<file path="config.mk">
export PLATFORM = sky130hd
export DESIGN_NAME = sub_op_uart_responder_flat
export DESIGN_NICKNAME = d
export VERILOG_FILES = /design/src/rtl/sub_op_uart_responder_if.sv /design/src/rtl/sub_op_uart_responder.sv /design/src/flat_wrapper.sv
export SDC_FILE = /design/constraint.sdc
export NUM_CORES = 1
export LEC_CHECK = 0
export ABC_AREA = 1
export CAP_MARGIN = 40
export CELL_PAD_IN_SITES_DETAIL_PLACEMENT = 0
export CELL_PAD_IN_SITES_GLOBAL_PLACEMENT = 1
export CORE_ASPECT_RATIO = 1.1
export CORE_MARGIN = 2
export CORE_UTILIZATION = 40
export DETAILED_ROUTE_END_ITERATION = 6
export GPL_TIMING_DRIVEN = 0
export PLACE_DENSITY_LB_ADDON = 0.3
export SKIP_LAST_GASP = 1
export SLEW_MARGIN = 40
export SYNTH_ARGS = -nofsm -noshare
export SYNTH_HDL_FRONTEND = slang
export SYNTH_SLANG_ARGS = --single-unit
</file>
<file path="constraint.sdc">
create_clock -name clk -period 1.84 [get_ports clk]
set_input_delay 0.368 -clock clk [delete_from_list [all_inputs] [get_ports clk]]
set_output_delay 0.368 -clock clk [all_outputs]
set_load 0.03 [all_outputs]
</file>
<file path="src/rtl/sub_op_uart_responder_if.sv">
// Operand/result bus between the UART responder and the subtraction op under test.
// There is no handshake on this bus: op_lhs/op_rhs are held stable by the
// responder, and the op presents op_result combinationally from them. The
// responder samples op_result in the single cycle it spends in EXEC.
interface sub_op_uart_responder_if #(
  parameter int OPERAND_WIDTH = 32
);
  logic [OPERAND_WIDTH-1:0] op_lhs;
  logic [OPERAND_WIDTH-1:0] op_rhs;
  logic [OPERAND_WIDTH-1:0] op_result;

  // Responder side: drives operands, reads result.
  modport master (output op_lhs, output op_rhs, input op_result);
  // Op side: reads operands, drives result.
  modport slave (input op_lhs, input op_rhs, output op_result);
endinterface

</file>
<file path="src/rtl/sub_op_uart_responder.sv">
// UART responder for on-device testing of a subtraction op. Receives an
// lhs/rhs operand frame (little-endian, 8N1), presents the operands to the op,
// captures its result and sends it back as a little-endian 8N1 frame.
module sub_op_uart_responder #(
  parameter int OPERAND_WIDTH = 32,
  parameter int CLKS_PER_BIT  = 868
) (
  input  logic                            clk,
  input  logic                            rst,
  input  logic                            uart_rx,
  output logic                            uart_tx,
  sub_op_uart_responder_if.master         op,
  output logic                            busy,
  output logic                            err,
  output logic [1:0]                      dbg_state_o,
  output logic [2:0]                      dbg_rx_state_o
);
  localparam int NBYTES = OPERAND_WIDTH / 8;
  localparam int CW     = $clog2(CLKS_PER_BIT);
  localparam int KW     = $clog2(2 * NBYTES);
  localparam int BW     = (NBYTES > 1) ? $clog2(NBYTES) : 1;
  localparam logic [CW-1:0] BIT_LAST  = CW'(CLKS_PER_BIT - 1);
  localparam logic [CW-1:0] HALF_LAST = CW'(CLKS_PER_BIT / 2 - 1);

  typedef enum logic [2:0] {RX_IDLE, RX_START, RX_DATA, RX_STOP, RX_WAIT} rx_state_e;
  typedef enum logic [1:0] {ST_RECV, ST_EXEC, ST_SEND} state_e;

  // ---------------- RX front end ----------------
  logic            rx_meta_q, rx_sync_q, rx_prev_q;
  rx_state_e       rx_state_q, rx_state_d;
  logic [CW-1:0]   rx_cnt_q, rx_cnt_d;
  logic [2:0]      rx_bit_q, rx_bit_d;
  logic [7:0]      rx_shift_q, rx_shift_d;
  logic            rx_done;   // good byte, valid in its mid-stop-bit cycle
  logic            rx_ferr;   // framing error, same cycle

  // Two-flop synchronizer plus a delayed copy for falling-edge detection.
  always_ff @(posedge clk or negedge rst) begin
    if (!rst) begin
      rx_meta_q <= 1'b1;
      rx_sync_q <= 1'b1;
      rx_prev_q <= 1'b1;
    end else begin
      rx_meta_q <= uart_rx;
      rx_sync_q <= rx_meta_q;
      rx_prev_q <= rx_sync_q;
    end
  end

  // RX bit-timing state register.
  always_ff @(posedge clk or negedge rst) begin
    if (!rst) begin
      rx_state_q <= RX_IDLE;
      rx_cnt_q   <= '0;
      rx_bit_q   <= '0;
      rx_shift_q <= '0;
    end else begin
      rx_state_q <= rx_state_d;
      rx_cnt_q   <= rx_cnt_d;
      rx_bit_q   <= rx_bit_d;
      rx_shift_q <= rx_shift_d;
    end
  end

  // RX next state: half-bit start check, 8 data samples, stop sample.
  always_comb begin
    rx_state_d = rx_state_q;
    rx_cnt_d   = rx_cnt_q + CW'(1);
    rx_bit_d   = rx_bit_q;
    rx_shift_d = rx_shift_q;
    rx_done    = 1'b0;
    rx_ferr    = 1'b0;
    case (rx_state_q)
      RX_IDLE: begin
        rx_cnt_d = '0;
        if (rx_prev_q && !rx_sync_q) rx_state_d = RX_START;
      end
      RX_START: begin
        if (rx_cnt_q == HALF_LAST) begin
          rx_cnt_d = '0;
          rx_bit_d = '0;
          // A line that is high again mid-start-bit was a glitch.
          rx_state_d = rx_sync_q ? RX_IDLE : RX_DATA;
        end
      end
      RX_DATA: begin
        if (rx_cnt_q == BIT_LAST) begin
          rx_cnt_d   = '0;
          rx_shift_d = {rx_sync_q, rx_shift_q[7:1]};
          rx_bit_d   = rx_bit_q + 3'd1;
          if (rx_bit_q == 3'd7) rx_state_d = RX_STOP;
        end
      end
      RX_STOP: begin
        if (rx_cnt_q == BIT_LAST) begin
          rx_cnt_d = '0;
          if (rx_sync_q) begin
            rx_done    = 1'b1;
            rx_state_d = RX_IDLE;
          end else begin
            rx_ferr    = 1'b1;
            rx_state_d = RX_WAIT;
          end
        end
      end
      RX_WAIT: begin
        // After a bad stop bit, resynchronise only once the line idles high.
        rx_cnt_d = '0;
        if (rx_sync_q) rx_state_d = RX_IDLE;
      end
      default: rx_state_d = RX_IDLE;
    endcase
  end

  // ---------------- Top FSM and TX ----------------
  state_e                   state_q, state_d;
  logic [KW-1:0]            k_q, k_d;
  logic [OPERAND_WIDTH-1:0] lhs_q, lhs_d, rhs_q, rhs_d;
  logic                     tx_q, tx_d;
  logic [OPERAND_WIDTH-1:0] tx_buf_q, tx_buf_d;
  logic [CW-1:0]            tx_cnt_q, tx_cnt_d;
  logic [3:0]               tx_bit_q, tx_bit_d;   // 0 start, 1..8 data, 9 stop
  logic [BW-1:0]            tx_byte_q, tx_byte_d;
  logic                     drop;

  // Top state, operand and transmitter registers.
  always_ff @(posedge clk or negedge rst) begin
    if (!rst) begin
      state_q   <= ST_RECV;
      k_q       <= '0;
      lhs_q     <= '0;
      rhs_q     <= '0;
      tx_q      <= 1'b1;
      tx_buf_q  <= '0;
      tx_cnt_q  <= '0;
      tx_bit_q  <= '0;
      tx_byte_q <= '0;
    end else begin
      state_q   <= state_d;
      k_q       <= k_d;
      lhs_q     <= lhs_d;
      rhs_q     <= rhs_d;
      tx_q      <= tx_d;
      tx_buf_q  <= tx_buf_d;
      tx_cnt_q  <= tx_cnt_d;
      tx_bit_q  <= tx_bit_d;
      tx_byte_q <= tx_byte_d;
    end
  end

  // Frame assembly, one-cycle result capture, then back-to-back byte transmit.
  always_comb begin
    state_d   = state_q;
    k_d       = k_q;
    lhs_d     = lhs_q;
    rhs_d     = rhs_q;
    tx_d      = tx_q;
    tx_buf_d  = tx_buf_q;
    tx_cnt_d  = tx_cnt_q;
    tx_bit_d  = tx_bit_q;
    tx_byte_d = tx_byte_q;
    drop      = 1'b0;
    case (state_q)
      ST_RECV: begin
        if (rx_ferr) begin
          k_d = '0;
        end else if (rx_done) begin
          for (int i = 0; i < NBYTES; i++) begin
            if (k_q == KW'(i))          lhs_d[8*i +: 8] = rx_shift_q;
            if (k_q == KW'(NBYTES + i)) rhs_d[8*i +: 8] = rx_shift_q;
          end
          if (k_q == KW'(2 * NBYTES - 1)) begin
            k_d     = '0;
            state_d = ST_EXEC;
          end else begin
            k_d = k_q + KW'(1);
          end
        end
      end
      ST_EXEC: begin
        // Start bit is loaded here so it appears on the line next cycle.
        drop      = rx_done;
        tx_buf_d  = op.op_result;
        tx_d      = 1'b0;
        tx_cnt_d  = '0;
        tx_bit_d  = '0;
        tx_byte_d = '0;
        state_d   = ST_SEND;
      end
      ST_SEND: begin
        drop = rx_done;
        if (tx_cnt_q == BIT_LAST) begin
          tx_cnt_d = '0;
          if (tx_bit_q == 4'd9) begin
            tx_bit_d = '0;
            if (tx_byte_q == BW'(NBYTES - 1)) begin
              tx_d    = 1'b1;
              state_d = ST_RECV;
            end else begin
              tx_d      = 1'b0;
              tx_byte_d = tx_byte_q + BW'(1);
            end
          end else begin
            tx_bit_d = tx_bit_q + 4'd1;
            if (tx_bit_q == 4'd8) begin
              tx_d = 1'b1;
            end else begin
              // Whole result shifts LSB first, which is little-endian byte order.
              tx_d     = tx_buf_q[0];
              tx_buf_d = tx_buf_q >> 1;
            end
          end
        end else begin
          tx_cnt_d = tx_cnt_q + CW'(1);
        end
      end
      default: state_d = ST_RECV;
    endcase
  end

  assign uart_tx        = tx_q;
  assign op.op_lhs      = lhs_q;
  assign op.op_rhs      = rhs_q;
  assign busy           = (state_q != ST_RECV);
  assign err            = rx_ferr | drop;
  assign dbg_state_o    = state_q;
  assign dbg_rx_state_o = rx_state_q;
endmodule

</file>
<file path="src/flat_wrapper.sv">
// flat-port wrapper written by rule: the top's interface ports become plain ports
module sub_op_uart_responder_flat 
#(
  parameter int OPERAND_WIDTH = 32,
  parameter int CLKS_PER_BIT  = 868
)
  (clk, rst, uart_rx, uart_tx, busy, err, dbg_state_o, dbg_rx_state_o, op_op_lhs, op_op_rhs, op_op_result);
  sub_op_uart_responder_if #(.OPERAND_WIDTH(OPERAND_WIDTH)) op_i ();
  input  logic clk;
  input  logic rst;
  input  logic uart_rx;
  output logic uart_tx;
  output logic busy;
  output logic err;
  output logic [1:0] dbg_state_o;
  output logic [2:0] dbg_rx_state_o;
  output wire logic [$bits(op_i.op_lhs)-1:0] op_op_lhs;
  output wire logic [$bits(op_i.op_rhs)-1:0] op_op_rhs;
  input wire logic [$bits(op_i.op_result)-1:0] op_op_result;
  assign op_op_lhs = op_i.op_lhs;
  assign op_op_rhs = op_i.op_rhs;
  assign op_i.op_result = op_op_result;
  sub_op_uart_responder #(.OPERAND_WIDTH(OPERAND_WIDTH), .CLKS_PER_BIT(CLKS_PER_BIT)) u_core (.clk(clk), .rst(rst), .uart_rx(uart_rx), .uart_tx(uart_tx), .op(op_i), .busy(busy), .err(err), .dbg_state_o(dbg_state_o), .dbg_rx_state_o(dbg_rx_state_o));
endmodule
</file>
; Word level (Yosys, flattened, before mapping)
; Cells that the tools add are included.
[word_totals]
register_bits = 145
elab_cells = 143
[classes]
add_sub_neg = 6
eq_ne = 35
n_mux = 50
n_bitwise = 2
reduce_logical = 28
[ops]
columns = operator, n
row1 = $mux 32, 3
row2 = $pmux 32 s2, 1
row3 = $reduce_and 4->1, 10
row4 = $mux 3, 12
row5 = $mux 10, 3
row6 = $pmux 10 s3, 1
row7 = $ne 2x1->1 const B, 11
row8 = $add 10x1->10 const B, 2
row9 = $eq 10x10->1 const B, 2
row10 = $mux 2, 10
row11 = $pmux 10 s2, 1
row12 = $eq 3x3->1 const B, 6
row13 = $pmux 3 s5, 1
row14 = $eq 3x2->1 const B, 4
row15 = $reduce_and 6->1, 2
row16 = $mux 1, 11
row17 = $eq 10x9->1 const B, 1
row18 = $eq 4x4->1 const B, 2
row19 = $mux 4, 2
row20 = $ne 2x2->1 const B, 4
row21 = $pmux 4 s2, 1
row22 = $reduce_bool 2->1, 4
row23 = $add 3x1->3 const B, 2
row24 = $eq 3x1->1 const B, 2
row25 = 17 further kinds, 23

; Longest topological paths before layout
; Gate-level depths: netlist of the first run.
[logic_depth]
ltp_word = 6
mapped_depth = 11

; Worst setup path before layout of the first run
; Ideal clock, no wire load.
[synth_path]
path_kind = register to output
startpoint = register u_core.state_q[0], in the netlist u_core.dbg_state_o[0]
endpoint = output err
arrival_time_ns = 2.020
path_slack_ns = -0.548
stages_incl_launch_ff = 6
path_buffers = 1
cell_sequence = dfrtp_1 -> inv_1 -> ha_1 -> clkbuf_1 -> inv_1 -> o21ai_0
[synth_via]
elab_chain_cells = 4
[synth_lines]
columns = item, line_no
row1 = start: declaration, sub_op_uart_responder.sv:116  ; state_e state_q, state_d;
row2 = start signal: assignment, sub_op_uart_responder.sv:139  ; state_q <= state_d;
row3 = $eq 2x1->1 or $eq 2x2->1 (tied branches), sub_op_uart_responder.sv:163  ; case (state_q)
row4 = $reduce_or 2->1 (no source line) (*), -
row5 = $mux 1 (*), sub_op_uart_responder.sv:163
row6 = $or 1x1->1 (*), sub_op_uart_responder.sv:225  ; assign err = rx_ferr | drop;
row7 = end: declaration, flat_wrapper.sv:14  ; output logic err;
; Mark *: on every way between the ends. The rest lies on a longest branch, timed or not.

; Worst setup path after layout of the first run
; Ends and elaborated chain as after synthesis.

==> metrics.cfg, run 1 <==
[floorplan]
ios=107
die_area_um2=18400
core_area_um2=17000
rows=50
start_util_pct=40.8
fp.dieH_um=142
fp.dieW_um=130

[power_and_ir_drop]
p_int_mw=5.36
power.density_nw_per_um2=771
total_power_mw=7.34
p_sw_mw=1.98
clock_power_share_pct=45.4
leakagePower_nw=5.41
swShare_pct=27.0
power_frac_seq_pct=45.4
vdd_drop_max_v=0.000603
power_frac_comb_pct=9.2

[yosys]
ys.flop_type=dfrtp_1
ys_types=35
synth_edf_count=0
syn_area_um2=6940
async_reset_ff_share_pct=100
postSynthCellCount=880
synth_fp_nets=933
ys_seq_elements=145
yosysSeqAreaShare_pct=52.4
syn_avg_cell_area_um2=7.88
ys_warn_count=0

[grt]
grt_max_degree=61
grt.overflow.total=0
grt_pass1_vias=5348
track_usage_pct=18.7
antenna_found_initial=0
grt_pass1_wl_um=27200

[setup_path]
cpPeakStageDelay_ps=380
rrSetupSlack_ps=50
required_ps=1470
worst_setup_path_end_kind=primary output
cp.arrival_ps=1650
crit_slowest_cell=dfrtp_2
cp_max_fo=10
crit_chain=inv_2 > ha_4 > buf_8 > inv_4 > o21ai_4 > buf_6
path_class=reg2out
start_kind=register

[status]
violations=negative setup slack
outcome=finished, violations left

[placement]
placed_cell_area_um2=8370
portBuffers=106
place_inst=1222
dp.final_hpwl_um=11500
globalplace.congestion=0.772

[detailed_routing]
routed_wl_um=17100
ant_nets=0
drt_iter0_drc=427
viasPerCell=4.70
drt-wirelength-per-cell_um=13.2
drc=0
first_pass_iters=7
vias=6082

[sta]
slew_headroom_pct=50.4
worst_slew_pin_slew_ps=744
fin_worst_skew_ps=11.4
fin_crit_ps=2010
fmax_mhz=496
period_share_pct=109
drv_slew=0
hold_viol=0
finalSetupViolCount=1
rsz0062_at_grt=yes
setup_ws_ps=-174

[final_layout]
fin_util_pct=55.9
regArea_um2=3640
nets=1099
fin_cells=1293
fillers=1597
multi_input_area_um2=3200
area_growth_pct=37.2
drive_gt1_share_pct=16.1
antennaDiodeCount=0
fin_area_um2=9520

[worst_hold_path]
min_path_type=in2reg

[clocking]
ctsLongestPathBuffers=2
numCtsBuffers=17
cts.clk_slew.worst_paths_ps=60
cts-root-buf=clkbuf_16
htreeDepth=4
cts_tree=done
clk_latency_ps=430
clock-sinks=145

[flow_run]
drv_cap=0

==> Yosys cell counts (5+ instances only) <==
cell      count  area share, %
dfrtp_1     141             51
nor2_1       40            2.2
a31oi_1       5           0.45
nand3_1      81            5.8
o21ai_0      23            1.7
xor2_1        9            1.1
buf_2         6           0.43
ha_1         18            3.2
nand4_1      11           0.99
nand2_1     424             23
clkbuf_1     20            1.1
inv_1        53            2.9
nor2_4        5           0.81
a21oi_1       5           0.36
nand2_2       7           0.63
==> critical path: cells and delay by family, from the launching register on <==
family	cells	cell delay, ps
adder cells (fa/ha/maj)	1	270
buffers and inverters	4	390
AO/OA/AOI/OAI	1	170
flip-flops	1	380
==> registers in the layout (all words and copies together) (netlist names) <==
register               flops
u_core.dbg_rx_state_o      3
u_core.dbg_state_o         2
u_core.k_q                 3
u_core.op.op_lhs          32
u_core.op.op_rhs          32
u_core.rx_bit_q            3
u_core.rx_cnt_q           10
u_core.rx_meta_q           1
u_core.rx_prev_q           1
u_core.rx_shift_q          8
u_core.rx_sync_q           1
u_core.tx_bit_q            4
u_core.tx_buf_q           32
u_core.tx_byte_q           2
u_core.tx_cnt_q           10
u_core.uart_tx             1
==> power by group through the flow <==
stage                     Clock (mW)  Sequential [mW]  Combinational [mW]
final                           3.33             3.33               0.677
after global routing            3.51             3.34               0.763
after CTS                       3.39             3.31               0.641
after detailed placement           0             3.37               0.611
after global placement             0             3.38               0.593
after floorplan                    0             3.40               0.298
==> logic make-up (layout without fill, tap and decap cells) <==
kind of cell	count (synthesis)	count (layout)	share of synthesized area, %
AND/OR/NAND/NOR	584	586	35.2
adder cells (fa/ha/maj)	18	18	3.25
AO/OA/AOI/OAI	38	38	2.99
flip-flops	145	145	52.4
buffers and inverters	85	262	4.91
XOR/XNOR	10	10	1.26
==> final timing paths <==
kind                                       startpoint                   end  cells past startpoint
worst min-delay path                          uart_rx      u_core.rx_meta_q                      1
max in group asynchronous                         rst        u_core.uart_tx                      3
min in group asynchronous                         rst  u_core.op.op_lhs[18]                      2
worst max register to register     u_core.rx_cnt_q[7]   u_core.op.op_lhs[0]                      9
worst max-delay path            u_core.dbg_state_o[0]                   err                      6
worst min register to register       u_core.rx_meta_q      u_core.rx_sync_q                      0
==> cell type report <==
class	count	area share, %
plain buffers	29	1.70
inverters	56	2.27
multi-input cells	652	33.6
clock buffers	19	4.76
clock inverters	13	1.24
flip-flops and latches	145	38.3
well taps	234	3.08
repair buffers	145	15.1
==> metrics by stage <==
step / worst slack (ps) / setup TNS, ps / hold WS [ps]
floorplan: 91.2 / 0 / 72.4
global placement: -6130 / -812340 / 346
detailed placement: -561 / -12250 / 257
CTS: -262 / -485 / 334
global route: -250 / -2380 / 357
finish: -174 / -174 / 347
==> placed cells by master (no fill, tap or decap), types with 8 or more instances in the layout <==
cell	n
inv_1	44
nand2_2	17
clkdlybuf4s50_1	41
nand2_4	8
o21ai_0	22
nor2_1	35
nand4_1	11
ha_1	14
inv_2	9
dfrtp_1	135
nand3_1	74
nand2_1	408
buf_4	32
dlymetal6s2s_1	24
clkbuf_16	17
clkbuf_1	10
xor2_1	9
nor2_4	12
dlygate4sd2_1	38
==> timing repair <==
item                                    4_1_cts  5_1_grt
pin swaps                                     7       28
gates resized for setup                      85       80
endpoints found under the setup margin      157      149
hold endpoints to repair                     28        0
setup buffers                                11       27
hold buffers                                  1        0
gates cloned                                  1        1
==> routing by layer <==
metal	track usage (%)	vias to the layer above	wire (µm)	part of all wire [%]
met1	26.7	2811	8310	49
met3	2.86	23	742	4.3
li1	-	3095	-	-
met5	0	-	0	0
met2	29.3	153	7800	46
met4	6.11	0	274	1.6
Note: power is estimated with default switching activity, not from simulation.
==> run 2: changes to the inputs <==
ABC_CLOCK_PERIOD_IN_PS = 1840   (was not set)
REMOVE_ABC_BUFFERS = 1   (was not set)
==> metrics.cfg, run 2 (synthesis results as in run 1) <==
[placement]
place_inst=1196  ; -2.1%
dp_slack_ps=-999  ; -438 ps
globalplace.congestion=0.794  ; +2.9%
dp.final_hpwl_um=11200  ; -2.9%
portBuffers=106  ; unchanged

[setup_path]
path_class=reg2out
start_kind=register
crit_slowest_cell=dfrtp_1
crit_path_frequent_cell=nand2_2
cpPeakStageDelay_ps=400  ; +20 ps
cp-startpoint=u_core.rx_cnt_q[1]
required_ps=1470  ; about the same
r2r-end=u_core.k_q[1]
cp.arrival_ps=1690  ; +40 ps
worst_setup_path_end_kind=primary output
rrSetupSlack_ps=-160  ; -210 ps
rr_worst_depth=15  ; +6
cp_max_fo=3  ; -7
r2r-start=u_core.rx_cnt_q[1]
endpoint=err
crit_chain=ha_4 > nand2_4 > inv_2 > nand2_2 > nor2_4 > nand2_2 > o21ai_4 > buf_6

[detailed_routing]
drt_iter0_drc=402  ; -5.9%
drc=0  ; unchanged
first_pass_iters=4  ; -3
ant_nets=0  ; unchanged
viasPerCell=4.77  ; +1.5%
vias=6087  ; +0.082%
routed_wl_um=17700  ; +3.2%
drt-wirelength-per-cell_um=13.9  ; +4.6%

[floorplan]
fp.dieH_um=142  ; unchanged
start_util_pct=40.8  ; unchanged
die_area_um2=18400  ; unchanged
fp.dieW_um=130  ; unchanged
ios=107  ; unchanged
core_area_um2=17000  ; unchanged
rows=50  ; unchanged

[clocking]
htreeDepth=4  ; unchanged
clock-sinks=145  ; unchanged
numCtsBuffers=17  ; unchanged
cts.clk_slew.worst_paths_ps=60  ; about the same
cts_tree=done
cts-root-buf=clkbuf_16
ctsLongestPathBuffers=2  ; unchanged
clk_latency_ps=420  ; about the same

[grt]
busiest_layer=met2
globalRouteMet1Util_pct=25.4  ; -1.2 points
track_usage_pct=18.7  ; about the same
use_met3_pct=3.98  ; +1.1 points
grt_pass1_vias=5449  ; +1.9%
grt_pass1_wl_um=27300  ; +0.40%
antenna_found_initial=0  ; unchanged
grt.overflow.total=0  ; unchanged
met2_usage_pct=30.2  ; +0.85 points
grt_max_degree=66  ; +8.2%

[final_layout]
antennaDiodeCount=0  ; unchanged
mostFrequentLayoutCell=nand2_1
fin_util_pct=56.4  ; +0.47 points
drive_gt1_share_pct=14.4  ; -1.6 points
nets=1081  ; -1.6%
area_growth_pct=38.3
final_cell_mix=nand2_1 (416), dfrtp_1 (138), nand3_1 (77)
fin_cells=1275  ; -1.4%

[power_and_ir_drop]
leakagePower_nw=5.60  ; +3.5%
vdd_drop_max_v=0.000538  ; -11%
total_power_mw=7.57  ; +3.1%
power.density_nw_per_um2=789  ; +2.3%

[sta]
drv_slew=0  ; unchanged
fmax_mhz=486  ; -2.1%
fin_worst_skew_ps=12.6  ; +1.23 ps
worst_slew_pin_slew_ps=605  ; -139 ps
slew_headroom_pct=59.7  ; +9.3 points
finalSetupViolCount=4  ; +3
setup_ws_ps=-218  ; -43.4 ps
hold_viol=0  ; unchanged
holdWs_ps=354  ; +7.31 ps
fin_crit_ps=2060  ; +43.4 ps
period_share_pct=112  ; +2.4 points
rsz0062_at_grt=yes

[status]
violations=negative setup slack
outcome=finished, violations left

[flow_run]
drv_cap=0  ; unchanged

[worst_hold_path]
min_path_type=in2reg

-- run 2: report_power, final --
group / switching, mW / leakage, nW / internal, mW / total (mW)
combinational: 0.408 / 3.48 / 0.246 / 0.654
sequential: 0.0789 / 1.84 / 3.24 / 3.32
clock: 1.44 / 0.288 / 2.15 / 3.59
total: 1.92 / 5.60 / 5.64 / 7.57
-- run 2: per-stage QoR --
step	area [µm²]	TNS [ps]
6_report	9600	-645
3_5_place_dp	8290	-60850
4_1_cts	9130	-885
5_1_grt	9600	-2170
2_1_floorplan	6810	-68140
3_3_place_gp	8160	-983380
-- run 2: worst max-delay path: cells and delay by family, from the launching register on --
family	cells	cell delay, ps
AND/OR/NAND/NOR	4	330
buffers and inverters	2	200
flip-flops	1	400
adder cells (fa/ha/maj)	1	170
AO/OA/AOI/OAI	1	160
-- run 2: cell type report --
class / instances / area (µm²)
clock inverters: 14 / 179
inverters: 56 / 246
fillers: 1583 / 7420
clock buffers: 18 / 429
repair inverters: 2 / 17.5
multi-input cells: 650 / 3180
repair buffers: 156 / 1610
well taps: 234 / 293
flip-flops and latches: 145 / 3640
-- run 2: timing repair --
| item | in CTS | in global routing |
|---|---|---|
| endpoints found under the setup margin | 162 | 164 |
| cloned | 0 | 4 |
| pin swaps | 8 | 27 |
| gates resized for setup | 79 | 74 |
| buffers inserted | 19 | 24 |
| hold buffers | 1 | 0 |
| endpoints found under the hold margin | 28 | 0 |
-- run 2: per-layer routing --
metal  vias to the layer above  wire length (µm)
met5                         -                 0
met1                      2871              8270
met2                       137              8390
li1                       3059                 -
met3                        20               751
met4                         0               261
-- run 2: how the worst min path moves through the flow --
stage	startpoint	depth (start not counted)	endpoint	slack [ps]
6_report	uart_rx	1	u_core.rx_meta_q	350
5_1_grt	uart_rx	1	u_core.rx_meta_q	350
4_1_cts	uart_rx	1	u_core.rx_meta_q	340
3_5_place_dp	rst	1	u_core.op.op_lhs[14]	240
3_3_place_gp	u_core.rx_meta_q	0	u_core.rx_sync_q	350
2_1_floorplan	rst	0	u_core.dbg_rx_state_o[0]	70
